===== config.mk =====
export PLATFORM = sky130hd
export DESIGN_NAME = mem_arb_flat
export DESIGN_NICKNAME = d
export VERILOG_FILES = /design/src/rtl/mem_arb_pkg.sv /design/src/rtl/mem_arb_if.sv /design/src/rtl/mem_arb.sv /design/src/flat_wrapper.sv
export SDC_FILE = /design/constraint.sdc
export NUM_CORES = 1
export LEC_CHECK = 0
export ABC_AREA = 1
export BUFFER_PORTS_ARGS = -buffer_cell sky130_fd_sc_hd__buf_2
export CAP_MARGIN = 20
export CORE_ASPECT_RATIO = 1.5
export CORE_MARGIN = 3
export CORE_UTILIZATION = 45
export CTS_CLUSTER_SIZE = 8
export DETAILED_ROUTE_END_ITERATION = 8
export PLACE_DENSITY = 0.91
export SLEW_MARGIN = 10
export SYNTH_ARGS = -nofsm -noshare
export SYNTH_HDL_FRONTEND = slang
export SYNTH_SLANG_ARGS = --single-unit

===== constraint.sdc =====
create_clock -name iw_clk -period 3.3 [get_ports iw_clk]
set_clock_uncertainty 0.05 [all_clocks]
set_input_delay 0.165 -clock iw_clk [delete_from_list [all_inputs] [get_ports iw_clk]]
set_output_delay 0.165 -clock iw_clk [all_outputs]
set_load 0.005 [all_outputs]

===== src/rtl/mem_arb_pkg.sv =====
// mem_arb_pkg: shared bus sizes and response owner tag encoding
package mem_arb_pkg;
  localparam int SIZE_ADDR = 8;
  localparam int SIZE_DATA = 8;
  typedef enum logic [1:0] {
    OWN_NONE  = 2'd0,
    OWN_FETCH = 2'd1,
    OWN_DATA  = 2'd2
  } owner_e;
endpackage


===== src/rtl/mem_arb_if.sv =====
// mem_arb_if: fetch, data-access and memory-port signals of the arbiter
interface mem_arb_if;
  import mem_arb_pkg::*;
  logic                 iw_f_req;
  logic [SIZE_ADDR-1:0] iw_f_addr;
  logic                 ow_f_gnt;
  logic                 ow_f_rvalid;
  logic                 iw_d_req;
  logic                 iw_d_we;
  logic [SIZE_ADDR-1:0] iw_d_addr;
  logic [SIZE_DATA-1:0] iw_d_wdata;
  logic                 ow_d_gnt;
  logic                 ow_d_rvalid;
  logic [SIZE_DATA-1:0] ow_rdata;
  logic                 ow_mem_we;
  logic [SIZE_ADDR-1:0] ow_mem_addr;
  logic [SIZE_DATA-1:0] ow_mem_wdata;
  logic [SIZE_DATA-1:0] iw_mem_rdata;
  logic                 ow_stall_f;
  modport master (
    output iw_f_req, iw_f_addr, iw_d_req, iw_d_we, iw_d_addr, iw_d_wdata, iw_mem_rdata,
    input  ow_f_gnt, ow_f_rvalid, ow_d_gnt, ow_d_rvalid, ow_rdata,
           ow_mem_we, ow_mem_addr, ow_mem_wdata, ow_stall_f
  );
  modport slave (
    input  iw_f_req, iw_f_addr, iw_d_req, iw_d_we, iw_d_addr, iw_d_wdata, iw_mem_rdata,
    output ow_f_gnt, ow_f_rvalid, ow_d_gnt, ow_d_rvalid, ow_rdata,
           ow_mem_we, ow_mem_addr, ow_mem_wdata, ow_stall_f
  );
endinterface


===== src/rtl/mem_arb.sv =====
// mem_arb: single-port memory arbiter, data over fetch with fetch starvation guard
module mem_arb
  import mem_arb_pkg::*;
#(
  parameter int MAX_WAIT = 4,
  parameter int CNT_W    = 3
) (
  input  logic       iw_clk,
  input  logic       iw_rst,
  mem_arb_if.slave   bus
);
  localparam logic [CNT_W-1:0] MAX_W = CNT_W'(MAX_WAIT);
  logic [CNT_W-1:0]     wait_q, wait_d;
  owner_e               tag_q, tag_d;
  logic [SIZE_ADDR-1:0] addr_q, addr_d;
  logic [SIZE_DATA-1:0] wdata_q, wdata_d;
  logic                 f_gnt, d_gnt;
  // grant selection, wait counter, owner tag and held memory-port values
  always_comb begin
    f_gnt   = !iw_rst && bus.iw_f_req && (wait_q == MAX_W || !bus.iw_d_req);
    d_gnt   = !iw_rst && bus.iw_d_req && !f_gnt;
    wait_d  = (!bus.iw_f_req || f_gnt) ? '0 : (wait_q == MAX_W ? wait_q : wait_q + 1'b1);
    tag_d   = f_gnt ? OWN_FETCH : (d_gnt && !bus.iw_d_we) ? OWN_DATA : OWN_NONE;
    addr_d  = d_gnt ? bus.iw_d_addr : f_gnt ? bus.iw_f_addr : addr_q;
    wdata_d = d_gnt ? bus.iw_d_wdata : wdata_q;
  end
  // state registers; reset drops any pending response
  always_ff @(posedge iw_clk or posedge iw_rst) begin
    if (iw_rst) begin
      wait_q  <= '0;
      tag_q   <= OWN_NONE;
      addr_q  <= '0;
      wdata_q <= '0;
    end else begin
      wait_q  <= wait_d;
      tag_q   <= tag_d;
      addr_q  <= addr_d;
      wdata_q <= wdata_d;
    end
  end
  assign bus.ow_f_gnt     = f_gnt;
  assign bus.ow_d_gnt     = d_gnt;
  assign bus.ow_stall_f   = !iw_rst && bus.iw_f_req && !f_gnt;
  assign bus.ow_mem_we    = d_gnt && bus.iw_d_we;
  assign bus.ow_mem_addr  = addr_d;
  assign bus.ow_mem_wdata = wdata_d;
  assign bus.ow_f_rvalid  = tag_q == OWN_FETCH;
  assign bus.ow_d_rvalid  = tag_q == OWN_DATA;
  assign bus.ow_rdata     = bus.iw_mem_rdata;
endmodule


===== src/flat_wrapper.sv =====
// flat-port wrapper written by rule: the top's interface ports become plain ports
module mem_arb_flat import mem_arb_pkg::*;
#(
  parameter int MAX_WAIT = 4,
  parameter int CNT_W    = 3
)
  (iw_clk, iw_rst, bus_iw_f_req, bus_iw_f_addr, bus_iw_d_req, bus_iw_d_we, bus_iw_d_addr, bus_iw_d_wdata, bus_iw_mem_rdata, bus_ow_f_gnt, bus_ow_f_rvalid, bus_ow_d_gnt, bus_ow_d_rvalid, bus_ow_rdata, bus_ow_mem_we, bus_ow_mem_addr, bus_ow_mem_wdata, bus_ow_stall_f);
  mem_arb_if bus_i ();
  input  logic iw_clk;
  input  logic iw_rst;
  input wire logic [$bits(bus_i.iw_f_req)-1:0] bus_iw_f_req;
  input wire logic [$bits(bus_i.iw_f_addr)-1:0] bus_iw_f_addr;
  input wire logic [$bits(bus_i.iw_d_req)-1:0] bus_iw_d_req;
  input wire logic [$bits(bus_i.iw_d_we)-1:0] bus_iw_d_we;
  input wire logic [$bits(bus_i.iw_d_addr)-1:0] bus_iw_d_addr;
  input wire logic [$bits(bus_i.iw_d_wdata)-1:0] bus_iw_d_wdata;
  input wire logic [$bits(bus_i.iw_mem_rdata)-1:0] bus_iw_mem_rdata;
  output wire logic [$bits(bus_i.ow_f_gnt)-1:0] bus_ow_f_gnt;
  output wire logic [$bits(bus_i.ow_f_rvalid)-1:0] bus_ow_f_rvalid;
  output wire logic [$bits(bus_i.ow_d_gnt)-1:0] bus_ow_d_gnt;
  output wire logic [$bits(bus_i.ow_d_rvalid)-1:0] bus_ow_d_rvalid;
  output wire logic [$bits(bus_i.ow_rdata)-1:0] bus_ow_rdata;
  output wire logic [$bits(bus_i.ow_mem_we)-1:0] bus_ow_mem_we;
  output wire logic [$bits(bus_i.ow_mem_addr)-1:0] bus_ow_mem_addr;
  output wire logic [$bits(bus_i.ow_mem_wdata)-1:0] bus_ow_mem_wdata;
  output wire logic [$bits(bus_i.ow_stall_f)-1:0] bus_ow_stall_f;
  assign bus_i.iw_f_req = bus_iw_f_req;
  assign bus_i.iw_f_addr = bus_iw_f_addr;
  assign bus_i.iw_d_req = bus_iw_d_req;
  assign bus_i.iw_d_we = bus_iw_d_we;
  assign bus_i.iw_d_addr = bus_iw_d_addr;
  assign bus_i.iw_d_wdata = bus_iw_d_wdata;
  assign bus_i.iw_mem_rdata = bus_iw_mem_rdata;
  assign bus_ow_f_gnt = bus_i.ow_f_gnt;
  assign bus_ow_f_rvalid = bus_i.ow_f_rvalid;
  assign bus_ow_d_gnt = bus_i.ow_d_gnt;
  assign bus_ow_d_rvalid = bus_i.ow_d_rvalid;
  assign bus_ow_rdata = bus_i.ow_rdata;
  assign bus_ow_mem_we = bus_i.ow_mem_we;
  assign bus_ow_mem_addr = bus_i.ow_mem_addr;
  assign bus_ow_mem_wdata = bus_i.ow_mem_wdata;
  assign bus_ow_stall_f = bus_i.ow_stall_f;
  mem_arb #(.MAX_WAIT(MAX_WAIT), .CNT_W(CNT_W)) u_core (.iw_clk(iw_clk), .iw_rst(iw_rst), .bus(bus_i));
endmodule

==> impl_metrics.yaml, run 1 <==
finish:
  nets: 244
  multi_input_area_um2: 460
  nFillCells: 239
  register_area_um2: 526
  syn2layout_area_growth_pct: 21.7
  mostFrequentLayoutCells: "nand2_1, buf_2, inv_1"
  drive_above_1_share_pct: 32.4
  final_common_cell: "nand2_1"
  diodes: 0
route:
  drtPass1Iterations: 3
  drc: 0
  via_per_inst: 4.33
  ant_nets: 0
  wl_per_cell_um: 10.1
  vias: 1040
  first_iter_violations: 20
  wl_mm: 2.43
pwr:
  power_density_mw_per_mm2: 417
  vdd_ir_drop_max_v: 0.000313
  leakagePower_nw: 0.930
  finalPower_uw: 608
floorplan:
  core_area_mm2: 0.00250
  die-height_um: 69.2
  initial_utilization_pct: 47.9
  die_area_mm2: 0.00333
  die_w_um: 48.1
  io_pins: 67
  core.rowCount: 22
logic_synthesis:
  synth_warnings: 0
  synthesis.nets: 197
  synth_area_per_cell_um2: 7.59
  syn_area_mm2: 0.00120
  ys_ff_latch: 21
  ys_seq_area_share_pct: 43.8
  synthCells: 158
  synth_cell_types: 19
sta:
  rsz0062_at_grt: "no"
  finalCritPeriodShare_pct: 72.4
  drv_slew: 0
  hold_ws_ns: 0.0201
  hold_viol: 0
  max_freq_mhz: 419
  post-route-min-period_ns: 2.39
  finalSetupViolCount: 0
  worst_pin_slew_ns: 0.447
  relSlewSlack_pct: 70.2
  setup-tns-final_ns: 0
place:
  place_hpwl_mm: 1.94
  place.gp.congestion: 0.759
  io_buffers: 50
critical_path:
  arrival_ns: 2.17
  critPathMaxFanout: 22
  startpoint_type: "input port"
  critPathKind: "input port to output port"
  cp-end-kind: "output port"
  slowest_delay_ns: 0.54
  path_cells: "dlygate4sd3_1 -> buf_2 -> inv_2 -> nand2_2 -> inv_4 -> nand2_4 -> inv_2 -> nand2_1 -> nand2_1 -> buf_2"
  cp_data_required_time_ns: 3.08
  crit_slowest_cell: "dlygate4sd3_1"
global_routing:
  grt_antenna_before_repair: 0
  grt_pass1_wl_mm: 4.10
  grt_max_degree: 23
  gr-total-overflow: 0
  grt_pass1_vias: 980
  track_usage_pct: 16.2
clocking:
  ctsRootBufferMaster: "clkbuf_4"
  htree_levels: 1
  cts_resized: 0
  post_cts_buffers: 0
  cts_buffers: 3
  tritoncts: "yes"
  clk_pin_slew_worst_paths_ns: 0.12
  cts_sinks: 21
  cts_hold_buf: 2
  clockBufferDepth: 2
  clk_latency_ns: 0.29
flow_run:
  drv_cap: 0
status:
  status: "completed"
worst_hold_path:
  hold_class: "input port to flop"
[layer usage]
layer  share of wire (%)  up-vias  GRT usage (%)
met3                 5.8       10           1.56
met1                  38      453           20.3
li1                    -      543              -
met4                 3.2        0           8.08
met2                  53       34           26.0
met5                   0        -              0
[cells by family (layout without fill, tap and decap cells)]
group / after synthesis / after routing / share of synthesized area, %
flops: 21 / 21 / 43.8
xor+xnor: 2 / 2 / 1.46
fa+ha+maj: 2 / 2 / 2.09
buf+inv: 44 / 90 / 17.7
compound gates: 2 / 2 / 0.835
simple gates: 87 / 87 / 34.0
[metrics by stage]
step	instance area, um2	instances	utilization [%]	worst slack [ns]
CTS	1460	240	58.2	0.890
detailed placement	1410	234	56.3	1.43
global placement	1410	234	56.3	1.53
global route	1460	240	58.2	0.648
floorplan	1200	158	-	1.85
finish	1460	240	58.2	0.912
[flip-flops by register name (all words and copies together), names as in the netlist]
signal          flops
u_core.addr_q       8
u_core.wait_q       3
u_core.tag_q        2
u_core.wdata_q      8
[synthesized netlist by cell type, drive strengths merged]
cell   instances  area [um2]
nand2         63         273
inv           34         130
dfrtp         21         526
nand3         17         100
buf           10        82.6
nor2           6        30.0
a21oi          2        10.0
ha             2        25.0
nor3           1        5.00
xnor2          1        8.76
xor2           1        8.76
[report_power, final]
group          total (mW)  leakage [nW]  internal, mW  switching [mW]
sequential          0.306         0.258         0.294          0.0123
combinational       0.180         0.654        0.0764           0.103
clock               0.122        0.0177        0.0451          0.0765
[worst paths after layout]
path / from / to / slack [ns] / cells past startpoint
max in group asynchronous: iw_rst / u_core.wdata_q[2] / 2.48 / 3
min: bus_iw_d_wdata[6] / u_core.wdata_q[6] / 0.02 / 3
min reg2reg: u_core.wdata_q[7] / u_core.wdata_q[7] / 0.44 / 2
max reg2reg: u_core.wait_q[0] / u_core.wdata_q[2] / 1.66 / 9
min in group asynchronous: iw_rst / u_core.addr_q[6] / 0.41 / 3
max: iw_rst / bus_ow_mem_wdata[2] / 0.91 / 10
[final cells by class]
class | count | area share (%)
Sequential cell | 21 | 36.0
Multi-Input combinational cell | 93 | 31.6
Timing Repair Buffer | 52 | 18.5
Inverter | 34 | 8.92
Tap cell | 36 | 3.09
Clock buffer | 3 | 1.54
Clock inverter | 1 | 0.343
[critical path: cells and delay by family]
kind / cells / cell delay (ns)
buffers and inverters: 6 / 1.48
AND/OR/NAND/NOR: 4 / 0.52
No activity file was read; power rests on OpenSTA's default activity.
==> run 2: changes to the inputs <==
--- a/config.mk
+++ b/config.mk
@@ -5,15 +5,15 @@
 export SDC_FILE = /design/constraint.sdc
 export NUM_CORES = 1
 export LEC_CHECK = 0
-export ABC_AREA = 1
+export ABC_AREA = 0
 export BUFFER_PORTS_ARGS = -buffer_cell sky130_fd_sc_hd__buf_2
 export CAP_MARGIN = 20
 export CORE_ASPECT_RATIO = 1.5
 export CORE_MARGIN = 3
-export CORE_UTILIZATION = 45
+export CORE_UTILIZATION = 37
 export CTS_CLUSTER_SIZE = 8
 export DETAILED_ROUTE_END_ITERATION = 8
-export PLACE_DENSITY = 0.91
+export PLACE_DENSITY = 0.84
 export SLEW_MARGIN = 10
 export SYNTH_ARGS = -nofsm -noshare
 export SYNTH_HDL_FRONTEND = slang
==> constraint.sdc (replaced) <==
create_clock -name iw_clk -period 2.16 [get_ports iw_clk]
set_clock_uncertainty 0.05 [all_clocks]
set_input_delay 0.108 -clock iw_clk [delete_from_list [all_inputs] [get_ports iw_clk]]
set_output_delay 0.108 -clock iw_clk [all_outputs]
set_load 0.005 [all_outputs]
==> run 2 against run 1 <==
Against the previous run: sequential cell count is the same; sequential share of layout area rose by 2.3 points; synthesized area shrank 12%; clock-buffer cell count up 1; power increased by 57%; die area up 6.6%; non-clock buffer count rose by 1; synthesized cell count shrank 50%; register-to-register slack worse by 1.2 ns; clock power grew 100%; critical endpoint is now bus_ow_mem_addr[4]; largest cell class unchanged.
==> impl_metrics.yaml, run 2 <==
status:
  status: "completed"
pwr:
  swShare_pct: 24.1
  power_density_mw_per_mm2: 697
  vdd_ir_drop_max_v: 0.000480
  p_sw_uw: 231
  finalPower_uw: 956
  combPwrFrac_pct: 25.7
  p_int_uw: 725
  leakagePower_nw: 0.724
  power_frac_seq_pct: 48.6
  clkPwrFrac_pct: 25.7
clocking:
  cts_buffers: 3
  clockBufferDepth: 2
  ctsRootBufferMaster: "clkbuf_8"
  cts_sinks: 21
  htree_levels: 1
  tritoncts: "yes"
  clk_latency_ns: 0.25
  clk_pin_slew_worst_paths_ns: 0.07
place:
  place_inst: 157
  post-place-ws_ns: 0.214
  place.gp.congestion: 0.705
  io_buffers: 50
  placed_cell_area_mm2: 0.00129
sta:
  worst_pin_slew_ns: 0.777
  drv_slew: 0
  hold_viol: 0
  max_freq_mhz: 489
  finalSetupViolCount: 0
  hold_ws_ns: 0.0440
  relSlewSlack_pct: 48.2
  rsz0062_at_grt: "no"
  finalCritPeriodShare_pct: 94.6
  setup-tns-final_ns: 0
  post-route-min-period_ns: 2.04
  setup_slack_ns: 0.117
finish:
  final_area_mm2: 0.00137
  drive_above_1_share_pct: 68.5
  diodes: 0
  biggestRegsByFlops: "u_core.addr_q (8), u_core.wdata_q (8), u_core.wait_q (3)"
  instances_no_fill: 164
  mostFrequentLayoutCells: "buf_2, dfrtp_1, mux2_2"
  fin_util_pct: 50.7
  nets: 167
  final_common_cell: "buf_2"
  syn2layout_area_growth_pct: 29.7
critical_path:
  cp_data_required_time_ns: 2.00
  path_cells: "inv_1 -> ha_2 -> nand2_2 -> a211o_4 -> mux2_4 -> buf_2"
  critPathKind: "flop to output port"
  startpoint_type: "flop"
  critical-path-top-delay-family: "compound AO/OA/AOI/OAI gates"
  arrival_ns: 1.89
  critPathMaxFanout: 6
  crit_buf_inv: 2
  crit_slowest_cell: "a211o_4"
  cp-end-kind: "output port"
  slowest_delay_ns: 0.40
floorplan:
  die-height_um: 71.5
  initial_utilization_pct: 39.1
  die_w_um: 49.7
  core_area_mm2: 0.00271
  io_pins: 67
  core.rowCount: 23
  die_area_mm2: 0.00355
logic_synthesis:
  ys_seq_area_share_pct: 49.6
  synth_top_area_cell: "dfrtp_1"
  syn_area_mm2: 0.00106
  synth.most_common_cell: "dfrtp_1"
  synth_warnings: 0
  synth_area_leaders: "dfrtp_1, mux2_2, mux2_4"
  synthesis.nets: 118
  ys_ff_latch: 21
  yosys_most_used_dff: "dfrtp_1"
  synthCells: 79
  yosysTopAreaCellShare_pct: 49.6
  synth_commonest_cells: "dfrtp_1, mux2_2, buf_4"
  synth_cell_types: 18
  synth-edff-count: 0
  synthArstFlopShare_pct: 100
  synth_area_per_cell_um2: 13.4
route:
  first_iter_violations: 8
  via_per_inst: 4.74
  met1Wirelength_um: 786
  drtPass1Iterations: 4
  dr_wl_met3_um: 256
  top_layer: "met3"
  drc: 0
  wl_mm: 2.34
  wl_per_cell_um: 14.3
  route.met2.wl_mm: 1.30
  vias: 778
  ant_nets: 0
worst_hold_path:
  hold_class: "input port to flop"
global_routing:
  grt_pass1_vias: 908
  grt_max_degree: 22
  gr-total-overflow: 0
  grt_antenna_before_repair: 0
  track_usage_pct: 13.6
  grt_pass1_wl_mm: 3.91
flow_run:
  drv_cap: 0
-- run 2: layout make-up --
| cell class | count | area [um2] |
|---|---|---|
| clock buffers | 4 | 45.0 |
| fillers | 276 | 1330 |
| inverters | 6 | 22.5 |
| multi-input cells | 43 | 455 |
| flip-flops and latches | 21 | 526 |
| well taps | 37 | 46.3 |
| repair buffers | 53 | 278 |
-- run 2: what timing repair did --
action	CTS	global route
setup endpoints to repair	8	8
endpoints found under the hold margin	22	0
hold buffers	2	0
gates resized for setup	1	2
setup buffers	0	0
cloned	0	1
pin swaps	0	1
-- run 2: power groups by stage --
stage | clock network, mW | registers, mW | logic, mW
2_1_floorplan | 0 | 0.466 | 0.158
3_3_place_gp | 0 | 0.468 | 0.229
3_5_place_dp | 0 | 0.473 | 0.242
4_1_cts | 0.255 | 0.465 | 0.246
5_1_grt | 0.273 | 0.469 | 0.274
6_report | 0.245 | 0.465 | 0.246
-- run 2: path summary, 6_finish.rpt --
check                                  start                  to  slack [ns]  depth (start not counted)
hold / removal              bus_iw_f_addr[2]    u_core.addr_q[2]        0.04                          2
hold reg to reg            u_core.wdata_q[5]   u_core.wdata_q[5]        0.45                          1
setup / recovery            u_core.wait_q[0]  bus_ow_mem_addr[4]        0.12                          6
setup reg to reg            u_core.wait_q[0]    u_core.addr_q[3]        0.49                          5
max in group asynchronous             iw_rst    u_core.addr_q[2]        1.04                          3
min in group asynchronous             iw_rst    u_core.addr_q[6]        0.54                          3
-- run 2: per-layer routing --
layer | up-vias | track usage, %
met3 | 0 | 4.37
met1 | 373 | 14.0
met2 | 48 | 25.8
met5 | - | 0
li1 | 357 | -
met4 | 0 | 3.69
-- run 2: logic make-up after synthesis --
logic type / count (synthesis) / share of synthesized area, %
muxes: 25 / 28.7
buffers and inverters: 16 / 9.34
DFF: 21 / 49.6
xor gates and xnor gates: 1 / 0.828
and+or+nand+nor: 12 / 7.21
AOI/OAI and AO/OA: 2 / 1.89
adders and majority gates: 2 / 2.36
